`config.mk`:
```
export PLATFORM = sky130hd
export DESIGN_NAME = alu_control_mdu
export DESIGN_NICKNAME = d
export VERILOG_FILES = /design/src/rtl/alu_control_mdu.sv
export SDC_FILE = /design/constraint.sdc
export NUM_CORES = 1
export LEC_CHECK = 0
export CAP_MARGIN = 20
export CORE_ASPECT_RATIO = 1.75
export CORE_MARGIN = 2
export CORE_UTILIZATION = 30
export CTS_BUF_LIST = sky130_fd_sc_hd__clkbuf_16
export DETAILED_ROUTE_END_ITERATION = 8
export MAX_ROUTING_LAYER = met4
export PLACE_DENSITY = 0.5
export SLEW_MARGIN = 20
export SYNTH_ARGS = -nofsm -noshare
export SYNTH_HDL_FRONTEND = slang
export SYNTH_SLANG_ARGS = --single-unit
```
`constraint.sdc`:
```
create_clock -name clk -period 6.2 [get_ports clk]
set_input_delay 1.86 -clock clk [delete_from_list [all_inputs] [get_ports clk]]
set_output_delay 1.86 -clock clk [all_outputs]
set_load 0.1 [all_outputs]
```
`src/rtl/alu_control_mdu.sv`:
```
// alu_control_mdu: MIPS ALU control decode plus iterative mult/div unit with HI/LO and stall; ports clk, rst_n (sync active-low), valid/op/funct/a/b in, control/mdu_sel/mdu_result/stall (comb), busy/hi/lo (registered); define ALU_CONTROL_MDU_DIV_EN to build div/divu
module alu_control_mdu #(
  parameter int WIDTH = 32,
  parameter int OP_W = 4
) (
  input  logic             clk,
  input  logic             rst_n,
  input  logic             valid,
  input  logic [OP_W-1:0]  op,
  input  logic [5:0]       funct,
  input  logic [WIDTH-1:0] a,
  input  logic [WIDTH-1:0] b,
  output logic [3:0]       control,
  output logic             mdu_sel,
  output logic [WIDTH-1:0] mdu_result,
  output logic             stall,
  output logic             busy,
  output logic [WIDTH-1:0] hi,
  output logic [WIDTH-1:0] lo
);
  localparam int CW = $clog2(WIDTH);
  typedef enum logic [1:0] {IDLE, RUN, FIX} state_t;
  state_t state;
  logic [CW-1:0] cnt;
  logic [2*WIDTH-1:0] p, nxt, prod;
  logic [WIDTH-1:0] m, aa, ba;
  logic [WIDTH:0] sum;
  logic [3:0] rctl;
  logic neg_p, is_r, f_mult, f_multu, f_div, f_divu, f_mfhi, f_mthi, f_mflo, f_mtlo;
  logic sgn, start, mdu_op, issue;
  assign is_r    = op == OP_W'(2);
  assign f_mult  = is_r && funct == 6'b011000;
  assign f_multu = is_r && funct == 6'b011001;
  assign f_mfhi  = is_r && funct == 6'b010000;
  assign f_mthi  = is_r && funct == 6'b010001;
  assign f_mflo  = is_r && funct == 6'b010010;
  assign f_mtlo  = is_r && funct == 6'b010011;
`ifdef ALU_CONTROL_MDU_DIV_EN
  logic is_div, neg_r;
  logic [WIDTH:0] sh, diff;
  assign f_div  = is_r && funct == 6'b011010;
  assign f_divu = is_r && funct == 6'b011011;
  assign sh     = {p[2*WIDTH-1:WIDTH], p[WIDTH-1]};
  assign diff   = sh - {1'b0, m};
  assign nxt    = is_div ? (diff[WIDTH] ? {sh[WIDTH-1:0], p[WIDTH-2:0], 1'b0}
                                        : {diff[WIDTH-1:0], p[WIDTH-2:0], 1'b1})
                         : {sum, p[WIDTH-1:1]};
`else
  assign f_div  = 1'b0;
  assign f_divu = 1'b0;
  assign nxt    = {sum, p[WIDTH-1:1]};
`endif
  assign sgn        = f_mult | f_div;
  assign start      = f_mult | f_multu | f_div | f_divu;
  assign mdu_op     = start | f_mfhi | f_mthi | f_mflo | f_mtlo;
  assign busy       = state != IDLE;
  assign stall      = valid & mdu_op & busy;
  assign issue      = valid & mdu_op & ~busy;
  assign mdu_sel    = valid & (f_mfhi | f_mflo) & ~stall;
  assign mdu_result = f_mfhi ? hi : lo;
  // Signed ops run on magnitudes; signs are reapplied in FIX.
  assign aa   = (sgn && a[WIDTH-1]) ? -a : a;
  assign ba   = (sgn && b[WIDTH-1]) ? -b : b;
  assign sum  = {1'b0, p[2*WIDTH-1:WIDTH]} + (p[0] ? {1'b0, m} : '0);
  assign prod = neg_p ? -p : p;
  always_comb begin
    rctl = funct == 6'b100000 ? 4'b0010 :
           funct == 6'b100010 ? 4'b0110 :
           funct == 6'b100101 ? 4'b0001 :
           funct == 6'b101010 ? 4'b0111 :
           funct == 6'b100111 ? 4'b1100 : 4'b0000;
    control = op == OP_W'(0) ? 4'b0010 :
              op == OP_W'(1) ? 4'b0110 :
              op == OP_W'(4) ? 4'b0100 :
              op == OP_W'(5) ? 4'b0001 :
              op == OP_W'(6) ? 4'b0111 :
              is_r           ? rctl    : 4'b0000;
  end
  always_ff @(posedge clk) begin
    if (!rst_n) begin
      state <= IDLE;
      hi    <= '0;
      lo    <= '0;
      cnt   <= '0;
      p     <= '0;
      m     <= '0;
      neg_p <= 1'b0;
`ifdef ALU_CONTROL_MDU_DIV_EN
      is_div <= 1'b0;
      neg_r  <= 1'b0;
`endif
    end else begin
      case (state)
        IDLE: if (issue) begin
          if (f_mthi) hi <= a;
          if (f_mtlo) lo <= a;
          cnt   <= CW'(WIDTH - 1);
          neg_p <= sgn & (a[WIDTH-1] ^ b[WIDTH-1]);
          if (f_mult | f_multu) begin
            p     <= {{WIDTH{1'b0}}, ba};
            m     <= aa;
            state <= RUN;
`ifdef ALU_CONTROL_MDU_DIV_EN
            is_div <= 1'b0;
`endif
          end
`ifdef ALU_CONTROL_MDU_DIV_EN
          if (f_div | f_divu) begin
            is_div <= 1'b1;
            neg_r  <= sgn & a[WIDTH-1];
            p      <= {{WIDTH{1'b0}}, aa};
            m      <= ba;
            state  <= RUN;
            // Divide by zero skips iteration; FIX passes p through unsigned.
            if (b == '0) begin
              p     <= {a, {WIDTH{1'b1}}};
              neg_p <= 1'b0;
              neg_r <= 1'b0;
              state <= FIX;
            end
          end
`endif
        end
        RUN: begin
          p   <= nxt;
          cnt <= cnt - CW'(1);
          if (cnt == '0) state <= FIX;
        end
        FIX: begin
`ifdef ALU_CONTROL_MDU_DIV_EN
          if (is_div) begin
            lo <= neg_p ? -p[WIDTH-1:0] : p[WIDTH-1:0];
            hi <= neg_r ? -p[2*WIDTH-1:WIDTH] : p[2*WIDTH-1:WIDTH];
          end else
            {hi, lo} <= prod;
`else
          {hi, lo} <= prod;
`endif
          state <= IDLE;
        end
        default: state <= IDLE;
      endcase
    end
  end
endmodule

```
==> results.yml <==
timing:
  period_share: 0.913
  max_slew_margin: 0.318
  slew_viol_final: 0
  fmax_mhz: 177
  setup_ws_ps: 538
  rsz0062_at_grt: "no"
  min_period_ps: 5660
  setup_viol: 0
  worst_slew_pin_slew_ps: 1020
  hold_slack_ps: 491
  tns_ps: 0
  hold_viol_final: 0
  fin_skew_ps: 8.26
routing:
  firstDrtPassIters: 6
  final_antenna_net_count: 0
  drc: 0
  dr_total_vias: 11900
  wl_um: 45600
  via_per_inst: 5.52
  drt-initial-drc-count: 700
  wl_per_cell_um: 21.1
floorplan:
  num_rows: 96
  die_area_um2: 41400
  start_util: 0.304
  dieHeight_um: 268
  die_w_um: 155
  core_um2: 39200
  io_pins: 180
synthesis:
  synth_top_family_by_area: "compound AO/OA/AOI/OAI gates"
  syn_nets: 1648
  synth_mux_area_frac: 0.0345
  yosys_warnings: 0
  synth-seq-area-share: 0.283
  ys_ff_latch: 168
  syn_avg_cell_area_um2: 7.77
  netlist_area_um2: 11900
  yosysUniqueCellTypes: 65
  synth-xor-area-share: 0.101
  netlist_instances: 1533
  synth_edf_count: 0
  synthSimpleGateAreaFrac: 0.231
  synth_compound_area_frac: 0.271
  yosys.area_share.adder: 0.0406
  synthArstFlopShare: 0
  synth_ff_type: "dfxtp_1"
clock_tree:
  cts_buffer_depth: 2
  cts_setup_buffers: 0
  clk_pin_slew_ps: 70
  cts_tree: "built"
  clock_latency_ps: 460
  cts_sinks: 168
  cts_made_buffers: 17
  clockRootBuffer: "clkbuf_16"
  ctsHtreeMaxLevel: 4
  ctsResizeCount: 0
  ctsHoldBuffers: 0
global_routing:
  grt_pass1_vias: 11900
  antenna_found_initial: 0
  grt-ovfl-total: 0
  grt_max_degree: 83
  grt_pass1_wl_um: 70200
  track_usage: 0.226
min_path:
  hold_class: "register to register"
  min_from: "m[20]"
  worstHoldPathCells: 1
pwr:
  power.density_nw_per_um2: 155
  vdd_drop_max_uv: 110
  pwr-share-comb: 0.078
  p_switching_uw: 566
  switching_share: 0.242
  clockPowerShare: 0.460
  leakagePower_uw: 0.00594
  seqPwrFrac: 0.462
  intPower_uw: 1780
placed_design:
  postPlaceCellArea_um2: 14500
  place_ws_ps: 509
  gp_congestion: 0.891
  hpwl_um: 35400
  placed_cells: 2127
  port_buffers: 179
finish:
  num_antenna_cells: 0
  final_common_cell: "dfxtp_1"
  stdcell_area_um2: 15100
  final_cells: 2158
  fin_nets: 1771
  final_cell_mix: "dfxtp_1 (167), nand2_1 (164), clkdlybuf4s50_1 (140)"
  drive_gt1_frac: 0.0863
  synthToLayoutAreaGrowth_pct: 26.6
  fill_cells: 4116
worst_setup_path:
  critPathMaxFanout: 19
  crit_chain: "clkdlybuf4s50_1 -> nor2_1 -> nand4_1 -> buf_4 -> mux2_2 -> buf_12"
  worst-r2r-cell-count: 11
  worst_setup_path_start_kind: "input pin"
  max_stage_delay_ps: 700
  required_ps: 4340
  rr_startpoint: "p[0]"
  path_class: "input pin to primary output"
  end_kind: "primary output"
  worstPathArrival_ps: 3800
  cp_slowest_cell: "clkdlybuf4s50_1"
  cp-startpoint: "funct[0]"
flow_run:
  drv_cap: 0
run_status:
  status: "finished clean"
cells by family after synthesis:
| kind of cell | after synthesis |
|---|---|
| fa+ha+maj | 38 |
| xor+xnor | 137 |
| mux | 37 |
| flops | 168 |
| compound gates | 476 |
| simple gates | 552 |
| buf+inv | 125 |
critical path, delay by kind of cell:
kind,cells,cell delay [ps]
buffers and inverters,3,1200
muxes,1,410
and+or+nand+nor,2,290
synth_stat cells (41+ instances only):
master    count  area [um^2]
dfxtp_1     168         3360
nand2_1     164          616
nor2_1      115          432
a21oi_1     113          566
o21ai_0      95          475
xor2_1       87          762
clkbuf_1     86          323
xnor2_1      50          438
nor2b_1      47          294
nand3_1      46          230
and2_1       41          257
cell type report:
class | instances | area (um^2) | share of cell area
multi-input cells | 1240 | 8110 | 0.538
flip-flops and latches | 168 | 3360 | 0.223
repair buffers | 202 | 2320 | 0.154
well taps | 490 | 613 | 0.0407
clock buffers | 17 | 425 | 0.0282
clock inverters | 14 | 140 | 0.00930
inverters | 27 | 101 | 0.00672
power by group through the flow:
stage	Combinational [uW]	Sequential, uW	Clock [uW]
after floorplan	73.4	1110	0
after global placement	182	1110	0
after detailed placement	182	1110	0
after CTS	183	1080	1100
after global routing	196	1080	1140
final	184	1080	1080
stage by stage:
step | total power (uW) | utilization
2_1_floorplan | 1180 | -
3_3_place_gp | 1290 | 0.370
3_5_place_dp | 1290 | 0.370
4_1_cts | 2370 | 0.385
5_1_grt | 2420 | 0.385
6_report | 2340 | 0.385
flip-flops by register name, indices dropped and copies added, names as in the netlist:
register and count:
hi 32, cnt 5, lo 32, m 32, state 2, neg_p 1
p 64
routing by layer:
| layer | global-route usage | share of wire |
|---|---|---|
| met5 | - | 0 |
| met4 | 0.0996 | 0.039 |
| met3 | 0.0227 | 0.028 |
| met2 | 0.417 | 0.53 |
| met1 | 0.243 | 0.40 |
worst paths after layout:
path,slack (ps),endpoint
hold / removal,490,m[20]
setup reg to reg,1960,p[61]
hold reg to reg,490,m[20]
setup / recovery,540,mdu_result[30]
Power figures use the tool's default switching activity.
